<file path="config.mk">
export PLATFORM = sky130hd
export DESIGN_NAME = vga_out_stage
export DESIGN_NICKNAME = d
export VERILOG_FILES = /design/src/rtl/vga_out_pkg.sv /design/src/rtl/sync_pol_detect.sv /design/src/rtl/vga_out_stage.sv
export SDC_FILE = /design/constraint.sdc
export NUM_CORES = 1
export LEC_CHECK = 0
export BUFFER_PORTS_ARGS = -buffer_cell sky130_fd_sc_hd__buf_4
export CAP_MARGIN = 20
export CORE_ASPECT_RATIO = 0.7
export CORE_MARGIN = 3
export CORE_UTILIZATION = 40
export DETAILED_ROUTE_END_ITERATION = 16
export GPL_ROUTABILITY_DRIVEN = 0
export GPL_TIMING_DRIVEN = 0
export PLACE_DENSITY = 0.64
export SLEW_MARGIN = 20
export SYNTH_ARGS = -nofsm -noshare
export SYNTH_HDL_FRONTEND = slang
export SYNTH_SLANG_ARGS = --single-unit
</file>
<file path="constraint.sdc">
create_clock -name clk_sys -period 3.5 [get_ports clk_sys]
set_input_delay 0.7 -clock clk_sys [delete_from_list [all_inputs] [get_ports clk_sys]]
set_output_delay 0.7 -clock clk_sys [all_outputs]
set_load 0.1 [all_outputs]
</file>
<file path="src/rtl/vga_out_pkg.sv">
// rtl/vga_out_pkg.sv - shared widths, polarity constants and dither helper for the VGA output stage
package vga_out_pkg;

    localparam int COL_IN_W  = 6;
    localparam int COL_OUT_W = 5;
    localparam logic [COL_OUT_W-1:0] COL_OUT_MAX = 5'd31;

    localparam logic ACTIVE_LOW  = 1'b0;
    localparam logic ACTIVE_HIGH = 1'b1;

    // Drop the LSB, optionally rounding up by the dither threshold; clamp so 63 never wraps to 0.
    function automatic logic [COL_OUT_W-1:0] dither_chan(
        input logic [COL_IN_W-1:0] c,
        input logic                thr,
        input logic                en
    );
        logic [COL_OUT_W:0] sum;
        sum = {1'b0, c[COL_IN_W-1:1]} + {{COL_OUT_W{1'b0}}, c[0] & thr & en};
        if (sum > {1'b0, COL_OUT_MAX}) begin
            dither_chan = COL_OUT_MAX;
        end else begin
            dither_chan = sum[COL_OUT_W-1:0];
        end
    endfunction

endpackage

</file>
<file path="src/rtl/sync_pol_detect.sv">
// rtl/sync_pol_detect.sv - measures high/low duration of one sync signal and decides its polarity
module sync_pol_detect
    import vga_out_pkg::*;
#(
    parameter int CNT_W      = 12,
    parameter int LOCK_COUNT = 2
) (
    input  logic clk,
    input  logic reset,
    input  logic sig,
    input  logic count_en,
    output logic pol,
    output logic stable
);

    localparam int MW = $clog2(LOCK_COUNT + 1);
    localparam logic [CNT_W-1:0] CNT_MAX   = '1;
    localparam logic [MW-1:0]    MATCH_MAX = MW'(LOCK_COUNT);

    logic             sig_q, sig_d;
    logic             seen_rise_q, seen_rise_d;
    logic             armed_q, armed_d;
    logic [CNT_W-1:0] high_cnt_q, high_cnt_d;
    logic [CNT_W-1:0] low_cnt_q, low_cnt_d;
    logic             pol_q, pol_d;
    logic [MW-1:0]    match_q, match_d;
    logic             rise, fall, meas;

    // Count phase durations; a measurement needs a full high phase followed by a full low phase.
    always_comb begin
        sig_d       = sig;
        seen_rise_d = seen_rise_q;
        armed_d     = armed_q;
        high_cnt_d  = high_cnt_q;
        low_cnt_d   = low_cnt_q;
        pol_d       = pol_q;
        match_d     = match_q;
        meas        = pol_q;
        rise        = sig & ~sig_q;
        fall        = ~sig & sig_q;

        if (count_en) begin
            if (sig) begin
                if (high_cnt_q != CNT_MAX) high_cnt_d = high_cnt_q + CNT_W'(1);
            end else begin
                if (low_cnt_q != CNT_MAX) low_cnt_d = low_cnt_q + CNT_W'(1);
            end
        end

        if (fall && seen_rise_q) armed_d = 1'b1;

        if (rise) begin
            seen_rise_d = 1'b1;
            low_cnt_d   = '0;
            high_cnt_d  = {{(CNT_W-1){1'b0}}, count_en};
            if (armed_q) begin
                if (high_cnt_q < low_cnt_q) begin
                    meas = ACTIVE_HIGH;
                end else if (high_cnt_q > low_cnt_q) begin
                    meas = ACTIVE_LOW;
                end
                pol_d = meas;
                if (meas == pol_q) begin
                    if (match_q != MATCH_MAX) match_d = match_q + MW'(1);
                end else begin
                    match_d = '0;
                end
            end
        end
    end

    // State register; reset forces a fresh complete low/high phase before the next decision.
    always_ff @(posedge clk) begin
        if (reset) begin
            sig_q       <= 1'b0;
            seen_rise_q <= 1'b0;
            armed_q     <= 1'b0;
            high_cnt_q  <= '0;
            low_cnt_q   <= '0;
            pol_q       <= 1'b0;
            match_q     <= '0;
        end else begin
            sig_q       <= sig_d;
            seen_rise_q <= seen_rise_d;
            armed_q     <= armed_d;
            high_cnt_q  <= high_cnt_d;
            low_cnt_q   <= low_cnt_d;
            pol_q       <= pol_d;
            match_q     <= match_d;
        end
    end

    assign pol    = pol_q;
    assign stable = (match_q == MATCH_MAX);

endmodule

</file>
<file path="src/rtl/vga_out_stage.sv">
// rtl/vga_out_stage.sv - sync polarity normalisation, 6->5 bit ordered dither, blanking and output register
module vga_out_stage
    import vga_out_pkg::*;
#(
    parameter int HCNT_W     = 12,
    parameter int VCNT_W     = 11,
    parameter int LOCK_COUNT = 2
) (
    input  logic                 clk_sys,
    input  logic                 reset,
    input  logic                 pix_ce,
    input  logic [COL_IN_W-1:0]  r_in,
    input  logic [COL_IN_W-1:0]  g_in,
    input  logic [COL_IN_W-1:0]  b_in,
    input  logic                 hs_in,
    input  logic                 vs_in,
    input  logic                 dither_en,
    input  logic                 temporal_en,
    input  logic                 hs_pol_out,
    input  logic                 vs_pol_out,
    output logic [COL_OUT_W-1:0] VGA_R,
    output logic [COL_OUT_W-1:0] VGA_G,
    output logic [COL_OUT_W-1:0] VGA_B,
    output logic                 VGA_HS,
    output logic                 VGA_VS,
    output logic                 hs_pol_det,
    output logic                 vs_pol_det,
    output logic                 locked
);

    logic hs_stable, vs_stable;
    logic hs_in_q, hs_in_d, hs_in_rise;
    logic hs_act, vs_act, hs_act_rise, vs_act_rise, thr, blank;
    logic hs_act_q, hs_act_d, vs_act_q, vs_act_d;
    logic x_ph_q, x_ph_d, y_ph_q, y_ph_d, f_ph_q, f_ph_d;
    logic [COL_OUT_W-1:0] vga_r_q, vga_r_d, vga_g_q, vga_g_d, vga_b_q, vga_b_d;
    logic vga_hs_q, vga_hs_d, vga_vs_q, vga_vs_d, locked_q, locked_d;

    // VS durations are measured in lines, so its counter advances on raw HS rising edges.
    assign hs_in_rise = hs_in & ~hs_in_q;

    sync_pol_detect #(.CNT_W(HCNT_W), .LOCK_COUNT(LOCK_COUNT)) u_hs_det (
        .clk(clk_sys), .reset(reset), .sig(hs_in), .count_en(1'b1),
        .pol(hs_pol_det), .stable(hs_stable)
    );

    sync_pol_detect #(.CNT_W(VCNT_W), .LOCK_COUNT(LOCK_COUNT)) u_vs_det (
        .clk(clk_sys), .reset(reset), .sig(vs_in), .count_en(hs_in_rise),
        .pol(vs_pol_det), .stable(vs_stable)
    );

    // Normalise sync, advance dither phases, and form the next output word.
    always_comb begin
        hs_in_d     = hs_in;
        hs_act      = (hs_pol_det == ACTIVE_HIGH) ? hs_in : ~hs_in;
        vs_act      = (vs_pol_det == ACTIVE_HIGH) ? vs_in : ~vs_in;
        hs_act_d    = hs_act;
        vs_act_d    = vs_act;
        hs_act_rise = hs_act & ~hs_act_q;
        vs_act_rise = vs_act & ~vs_act_q;

        x_ph_d = x_ph_q;
        if (hs_act_rise)  x_ph_d = 1'b0;
        else if (pix_ce)  x_ph_d = ~x_ph_q;

        y_ph_d = y_ph_q;
        if (vs_act_rise)      y_ph_d = 1'b0;
        else if (hs_act_rise) y_ph_d = ~y_ph_q;

        f_ph_d = f_ph_q;
        if (vs_act_rise && temporal_en) f_ph_d = ~f_ph_q;

        thr   = x_ph_q ^ y_ph_q ^ (f_ph_q & temporal_en);
        blank = hs_act | vs_act;

        vga_r_d  = blank ? '0 : dither_chan(r_in, thr, dither_en);
        vga_g_d  = blank ? '0 : dither_chan(g_in, thr, dither_en);
        vga_b_d  = blank ? '0 : dither_chan(b_in, thr, dither_en);
        vga_hs_d = ~(hs_act ^ hs_pol_out);
        vga_vs_d = ~(vs_act ^ vs_pol_out);
        locked_d = hs_stable & vs_stable;
    end

    // Output and phase registers, updated every clk_sys so colour and sync share one cycle of latency.
    always_ff @(posedge clk_sys) begin
        if (reset) begin
            hs_in_q  <= 1'b0;
            hs_act_q <= 1'b0;
            vs_act_q <= 1'b0;
            x_ph_q   <= 1'b0;
            y_ph_q   <= 1'b0;
            f_ph_q   <= 1'b0;
            vga_r_q  <= '0;
            vga_g_q  <= '0;
            vga_b_q  <= '0;
            vga_hs_q <= (hs_pol_out == ACTIVE_LOW);
            vga_vs_q <= (vs_pol_out == ACTIVE_LOW);
            locked_q <= 1'b0;
        end else begin
            hs_in_q  <= hs_in_d;
            hs_act_q <= hs_act_d;
            vs_act_q <= vs_act_d;
            x_ph_q   <= x_ph_d;
            y_ph_q   <= y_ph_d;
            f_ph_q   <= f_ph_d;
            vga_r_q  <= vga_r_d;
            vga_g_q  <= vga_g_d;
            vga_b_q  <= vga_b_d;
            vga_hs_q <= vga_hs_d;
            vga_vs_q <= vga_vs_d;
            locked_q <= locked_d;
        end
    end

    assign VGA_R  = vga_r_q;
    assign VGA_G  = vga_g_q;
    assign VGA_B  = vga_b_q;
    assign VGA_HS = vga_hs_q;
    assign VGA_VS = vga_vs_q;
    assign locked = locked_q;

endmodule

</file>
==> results by group, run 1 <==
Outcome
  – Status: complete, no violations

Synth
  – FFs w/ async S/R, synth: 0%
  – Synth Warn #: 0
  – Syn_area_per_cell: 8.86 um2
  – Gate Count Post-Synth: 453
  – Yosys cell types: 45
  – EDFF count, synth: 0
  – Ys flop type: dfxtp_1
  – Post-Syn Nets: 515
  – Register area share after synthesis: 40.4%
  – Number of synthesized register bits: 81
  – Mapped Area: 0.00401 mm2

Clocking
  – Post-CTS Setup Repair Bufs: 0
  – Post_cts resized: 0
  – CTS tree: yes
  – Htree depth: 3
  – Clk Latency, worst-skew pair: 330 ps
  – Clock sinks: 81
  – CTS max path bufs: 2
  – Clock transition at path regs: 60 ps
  – Hold buffer count at cts: 0
  – Num CTS Buffers: 9
  – CTS root buffer: clkbuf_16

Timing
  – Final hold slack: 433 ps
  – RSZ-0062 raised after global routing: no
  – Max Freq: 429 MHz
  – Setup Total Neg Slack: 0 ps
  – Setup Viol. Count Final: 0
  – Min cycle time layout: 2330 ps
  – Clk_skew: 5.82 ps
  – Period utilization: 66.6%
  – Final Hold Viols: 0
  – Worst-Margin Slew: 479 ps
  – Slew HR: 68.1%
  – Fin. max-slew vios: 0

Die
  – Rows: 29
  – Die Width: 126 um
  – Die span in y: 89.8 um
  – Core ar.: 0.00940 mm2
  – # IOs: 47
  – Die area: 0.0113 mm2
  – Initial Utilization: 42.7%

GRT
  – First-pass GRT wire length: 14.6 mm
  – Gr ovfl total: 0
  – Initial antenna violation count: 0
  – Overall global routing resource usage: 15.7%
  – Vias in the first global route: 3168
  – Largest net degree at the start of global routing: 14

Routing
  – Starting DRT DRC Count: 121
  – Routed vias: 3236
  – Routed Antenna Nets: 0
  – Wire per inst: 13.4 um
  – DRC: 0
  – Routed WL: 8.58 mm
  – DRT Pass-1 Iters: 4
  – Routed vias/inst: 5.07

Worst setup path
  – Crit path DAT: 2590 ps
  – CP Max Fanout: 6
  – Startpoint types: flip-flop
  – Critical Path End Type: flip-flop
  – Critical path class: flip-flop to flip-flop
  – Setup slack, reg-to-reg: 1170 ps
  – CP required: 3760 ps

Final layout
  – Share of cells above drive strength 1: 14.2%
  – Final Non-Filler Cells: 638
  – Diode count: 0
  – Nets: 572
  – Area Growth Syn to Fin: 21.0%

Pwr
  – PwrDens: 463 mW/mm2
  – P_leak: 1.95 nW
  – Peak supply drop: 0.000230 V

Placement
  – Final HPWL DP: 6.62 mm
  – Placed insts: 623
  – IO Port Bufs: 46

Worst hold path
  – Hold crit path type: flip-flop to flip-flop

Run
  – Max cap viols: 0
cell families (layout without fill, tap and decap cells):
group                      Yosys count  in the layout  share of synthesized area (%)
DFF                                 81             81                           40.4
muxes                                4              4                          0.998
adders and majority gates           35             35                           10.9
AOI/OAI and AO/OA                   52             52                           9.67
and+or+nand+nor                    193            193                           23.3
xor gates and xnor gates            52             52                           11.4
buffers and inverters               36             97                           3.37
cell usage after synthesis (8+ instances only):
cell | n | area (um2)
inv_1 | 27 | 101
nand2_1 | 26 | 97.6
nand3_1 | 21 | 105
clkbuf_1 | 8 | 30.0
nor2_1 | 83 | 312
nor3_1 | 10 | 50.1
nand4_1 | 10 | 62.6
dfxtp_1 | 81 | 1620
xor2_1 | 21 | 184
a21oi_1 | 20 | 100
ha_1 | 35 | 438
and3_1 | 11 | 68.8
xnor2_1 | 31 | 272
stage by stage:
| stage | power (mW) | area, um2 | setup WS (ps) | util (%) |
|---|---|---|---|---|
| after floorplan | 1.12 | 4010 | 1360 | - |
| after global placement | 1.19 | 4510 | 1170 | 48.0 |
| final | 2.25 | 4860 | 1170 | 51.7 |
| after global routing | 2.33 | 4860 | 1050 | 51.7 |
| after detailed placement | 1.19 | 4510 | 1180 | 48.0 |
| after CTS | 2.27 | 4860 | 1170 | 51.7 |
placed cells by master, fill, tap and decap left out, drive strengths merged, types with 6 or more instances in the layout:
| cell | instances |
|---|---|
| a21oi | 21 |
| and4 | 7 |
| xnor2 | 31 |
| nor3 | 10 |
| clkbuf | 18 |
| dfxtp | 81 |
| xor2 | 21 |
| nand3b | 6 |
| inv | 28 |
| ha | 35 |
| nor2 | 83 |
| nand2 | 26 |
| buf | 46 |
| nand3 | 22 |
| o21ai | 7 |
| and3 | 13 |
| nand4 | 10 |
cell type report:
type,count,area [um2]
inverters,28,105
plain buffers,8,30.0
clock buffers,10,239
well taps,124,155
repair buffers,46,345
clock inverters,5,104
multi-input cells,336,2260
fillers,869,4540
flip-flops and latches,81,1620
final timing paths:
| path | to | depth (start not counted) | startpoint |
|---|---|---|---|
| hold reg to reg | u_hs_det.match_q[0] | 1 | u_hs_det.match_q[0] |
| setup reg to reg | u_hs_det.match_q[1] | 8 | u_hs_det.low_cnt_q[7] |
| hold / removal | u_hs_det.match_q[0] | 1 | u_hs_det.match_q[0] |
| setup / recovery | u_hs_det.match_q[1] | 8 | u_hs_det.low_cnt_q[7] |
power by group:
group	switching, mW	total (mW)	leakage [nW]	internal [mW]
clock network	0.363	1.08	0.169	0.712
registers	0.0121	0.956	0.658	0.944
logic	0.142	0.217	1.13	0.0755
total	0.517	2.25	1.95	1.73
registers in the layout (all words and copies together), names as in the netlist, 2 cells and up:
register             cells
u_vs_det.match_q         2
VGA_G                    5
VGA_B                    5
u_hs_det.high_cnt_q     12
u_vs_det.high_cnt_q     11
u_hs_det.match_q         2
VGA_R                    5
u_hs_det.low_cnt_q      12
u_vs_det.low_cnt_q      11
critical path: stages, from the launching register on:
cell and delay [ps]:
dfxtp_1 440, inv_1 80, ha_1 340, a21oi_1 200
a21oi_2 100, a2111oi_4 370, mux2i_1 150, or4_1 450
o2bb2ai_1 140
per-layer routing:
metal / GRT usage [%] / wire [um] / part of all wire (%) / vias to the layer above
met1: 21.5 / 4250 / 50 / 1471
li1: - / - / - / 1669
met2: 23.7 / 3600 / 42 / 87
met5: 0 / 0 / 0 / -
met4: 4.60 / 103 / 1.2 / 0
met3: 4.80 / 629 / 7.3 / 9
Note: power is estimated with default switching activity, not from simulation.
==> run 2, diff against run 1 <==
--- a/config.mk
+++ b/config.mk
@@ -5,6 +5,7 @@
 export SDC_FILE = /design/constraint.sdc
 export NUM_CORES = 1
 export LEC_CHECK = 0
+export ABC_AREA = 1
 export BUFFER_PORTS_ARGS = -buffer_cell sky130_fd_sc_hd__buf_4
 export CAP_MARGIN = 20
 export CORE_ASPECT_RATIO = 0.7
@@ -13,7 +14,7 @@
 export DETAILED_ROUTE_END_ITERATION = 16
 export GPL_ROUTABILITY_DRIVEN = 0
 export GPL_TIMING_DRIVEN = 0
-export PLACE_DENSITY = 0.64
+export PLACE_DENSITY = 0.66
 export SLEW_MARGIN = 20
 export SYNTH_ARGS = -nofsm -noshare
 export SYNTH_HDL_FRONTEND = slang
==> constraint.sdc (replaced) <==
create_clock -name clk_sys -period 2 [get_ports clk_sys]
set_input_delay 0.4 -clock clk_sys [delete_from_list [all_inputs] [get_ports clk_sys]]
set_output_delay 0.4 -clock clk_sys [all_outputs]
set_load 0.1 [all_outputs]
==> run 2 against run 1 <==
Compared with the run above:
- worst hold slack got worse by 180 ps
- synthesized cell count rose by 39%
- fmax rose by 23%
- non-clock buffer count did not move
- first-iteration DRC count rose by 110%
- register-to-register slack got worse by 1100 ps
- highest routed layer unchanged
==> results by group, run 2 <==
Outcome
  – Status: complete, no violations

Final layout
  – Diode count: 0 (unchanged)
  – Most common cell after layout, fill and taps aside: nand2_1
  – Top Registers: u_hs_det.high_cnt_q (12), u_hs_det.low_cnt_q (12)
  – Commonest cells after routing, fill and taps aside: nand2_1, inv_1, dfxtp_1
  – Share of cells above drive strength 1: 15.9% (+1.7 points)
  – Area Growth Syn to Fin: 20.0%
  – Nets: 748 (+31%)

Die
  – # IOs: 47 (unchanged)
  – Rows: 31 (+6.9%)
  – Initial Utilization: 42.1% (-0.55 points)
  – Die area: 0.0125 mm2 (+11%)
  – Die Width: 132 um (+5.2%)
  – Core ar.: 0.0106 mm2 (+13%)
  – Die span in y: 94.4 um (+5.1%)

Clocking
  – Clock transition at path regs: 70 ps (about the same)
  – CTS max path bufs: 2 (unchanged)
  – CTS tree: yes
  – CTS root buffer: clkbuf_16
  – Num CTS Buffers: 9 (unchanged)
  – Clock sinks: 81 (unchanged)
  – Htree depth: 3 (unchanged)
  – Clk Latency, worst-skew pair: 340 ps (about the same)
  – Hold buffer count at cts: 0 (unchanged)

Worst setup path
  – WP buf/inv: 1 (unchanged)
  – CP Max Fanout: 10 (+4)
  – CP top delay family: simple AND/OR/NAND/NOR gates
  – CP required: 2270 ps (-1490 ps)
  – Crit path DAT: 2180 ps (-410 ps)
  – Critical path class: flip-flop to flip-flop
  – Cells along the critical path: ha_1, nand4_1, nor3_2, nand2_1, nand2_4, inv_2, nand3_1, o21ai_0, nor2_1
  – Worst path max stage delay: 440 ps (about the same)
  – Startpoint types: flip-flop
  – Slowest cell on the critical path: dfxtp_1
  – Critical Path End Type: flip-flop

Timing
  – Period utilization: 95.1% (+28 points)
  – Fin. max-slew vios: 0 (unchanged)
  – Setup Total Neg Slack: 0 ps (unchanged)
  – Clk_skew: 11.2 ps (+5.40 ps)
  – Slew HR: 60.6% (-7.4 points)
  – RSZ-0062 raised after global routing: yes
  – Worst-Margin Slew: 591 ps (+112 ps)
  – Final Hold Viols: 0 (unchanged)
  – Min cycle time layout: 1900 ps (-429 ps)
  – Setup Viol. Count Final: 0 (unchanged)
  – Max Freq: 526 MHz (+23%)

Synth
  – Yosys cell types: 40 (-11%)
  – Leading area contributor after synthesis: dfxtp_1
  – Register area share after synthesis: 36.3% (-4.1 points)
  – Syn_area_per_cell: 7.10 um2 (-20%)
  – FFs w/ async S/R, synth: 0% (unchanged)
  – Area share of the largest cell type after synthesis: 36.3% (-4.1 points)
  – Count leader, synth: nand2_1
  – Post-Syn Nets: 691 (+34%)
  – Number of synthesized register bits: 81 (unchanged)
  – Mapped Area: 0.00446 mm2 (+11%)
  – Largest cells by area after synthesis: dfxtp_1, nand2_1, ha_1
  – Synth Warn #: 0 (unchanged)
  – Most frequent cells after synthesis: nand2_1, inv_1, dfxtp_1
  – Ys flop type: dfxtp_1
  – Gate Count Post-Synth: 629 (+39%)
  – EDFF count, synth: 0 (unchanged)

Routing
  – Routed vias: 4120 (+27%)
  – Routed WL: 10.1 mm (+17%)
  – DRT Pass-1 Iters: 5 (+1)
  – Routed Antenna Nets: 0 (unchanged)
  – Starting DRT DRC Count: 259 (+110%)
  – DRC: 0 (unchanged)
  – Routed vias/inst: 4.92 (-3.1%)
  – Wire per inst: 12.0 um (-11%)

GRT
  – Gr ovfl total: 0 (unchanged)
  – Largest net degree at the start of global routing: 14 (unchanged)
  – Vias in the first global route: 3661 (+16%)
  – Initial antenna violation count: 0 (unchanged)
  – Overall global routing resource usage: 16.4% (+0.78 points)
  – First-pass GRT wire length: 16.8 mm (+15%)

Placement
  – IO Port Bufs: 45 (-2.2%)
  – Final HPWL DP: 7.73 mm (+17%)

Pwr
  – P_leak: 2.31 nW (+18%)
  – Total power: 3.67 mW (+63%)
  – Peak supply drop: 0.000453 V (+97%)
  – PwrDens: 686 mW/mm2 (+48%)

Worst hold path
  – Hold crit path type: primary input to flip-flop

Run
  – Max cap viols: 0 (unchanged)
## run 2: worst reg2reg max path: cells and delay by family (launching register included)
| family | cells | cell delay [ps] |
|---|---|---|
| flip-flops | 1 | 440 |
| adder cells (fa/ha/maj) | 1 | 260 |
| AND/OR/NAND/NOR | 6 | 970 |
| buffers and inverters | 1 | 110 |
| AO/OA/AOI/OAI | 1 | 80 |
## run 2: layout make-up
type | count | area, um2
Tap cell | 148 | 185
Inverter | 100 | 375
Buffer | 8 | 46.3
Timing Repair Buffer | 46 | 345
Sequential cell | 81 | 1630
Multi-Input combinational cell | 440 | 2490
Fill cell | 1033 | 5240
Clock inverter | 3 | 25.0
Clock buffer | 12 | 256
## run 2: through the flow
step | cell area, um2 | std cells | util, % | hold WS, ps | setup WS, ps
after floorplan | 4460 | 629 | - | 436 | 48.3
after global placement | 4990 | 822 | 47.1 | 449 | 28.0
after detailed placement | 4990 | 822 | 47.1 | 451 | -2.04
after CTS | 5270 | 837 | 49.8 | 236 | 22.8
after global routing | 5350 | 838 | 50.6 | 239 | -33.7
final | 5350 | 838 | 50.6 | 249 | 97.7
## run 2: final timing paths
check | start | to | slack (ps) | depth (start not counted)
max | u_hs_det.high_cnt_q[0] | u_hs_det.high_cnt_q[7] | 100 | 9
min | hs_pol_out | VGA_HS | 250 | 2
min reg2reg | u_vs_det.armed_q | u_vs_det.armed_q | 460 | 2
max reg2reg | u_hs_det.high_cnt_q[0] | u_hs_det.high_cnt_q[7] | 100 | 9
## run 2: kinds of logic after synthesis
| kind of cell | count (synthesis) | share of synthesized area (%) |
|---|---|---|
| and+or+nand+nor | 289 | 28.6 |
| buffers and inverters | 108 | 9.45 |
| AOI/OAI and AO/OA | 92 | 11.1 |
| DFF | 81 | 36.3 |
| adders and majority gates | 35 | 9.81 |
| xor gates and xnor gates | 24 | 4.71 |
## run 2: power by group
part / switching [mW] / internal [mW] / leakage, nW
sequential: 0.0258 / 1.65 / 0.662
clock: 0.650 / 0.909 / 0.135
combinational: 0.299 / 0.136 / 1.52
total: 0.974 / 2.70 / 2.31
## run 2: routing by layer
| layer | vias up | wire, um | track usage (%) |
|---|---|---|---|
| met5 | - | 0 | 0 |
| met4 | 0 | 82 | 4.24 |
| met3 | 11 | 721 | 5.54 |
| met2 | 125 | 4100 | 23.8 |
| met1 | 1838 | 5150 | 23.5 |
| li1 | 2146 | - | - |
## run 2: timing repair
item	in CTS	in global routing
setup endpoints to repair	0	31
resized for setup	0	27
buffers inserted	0	1
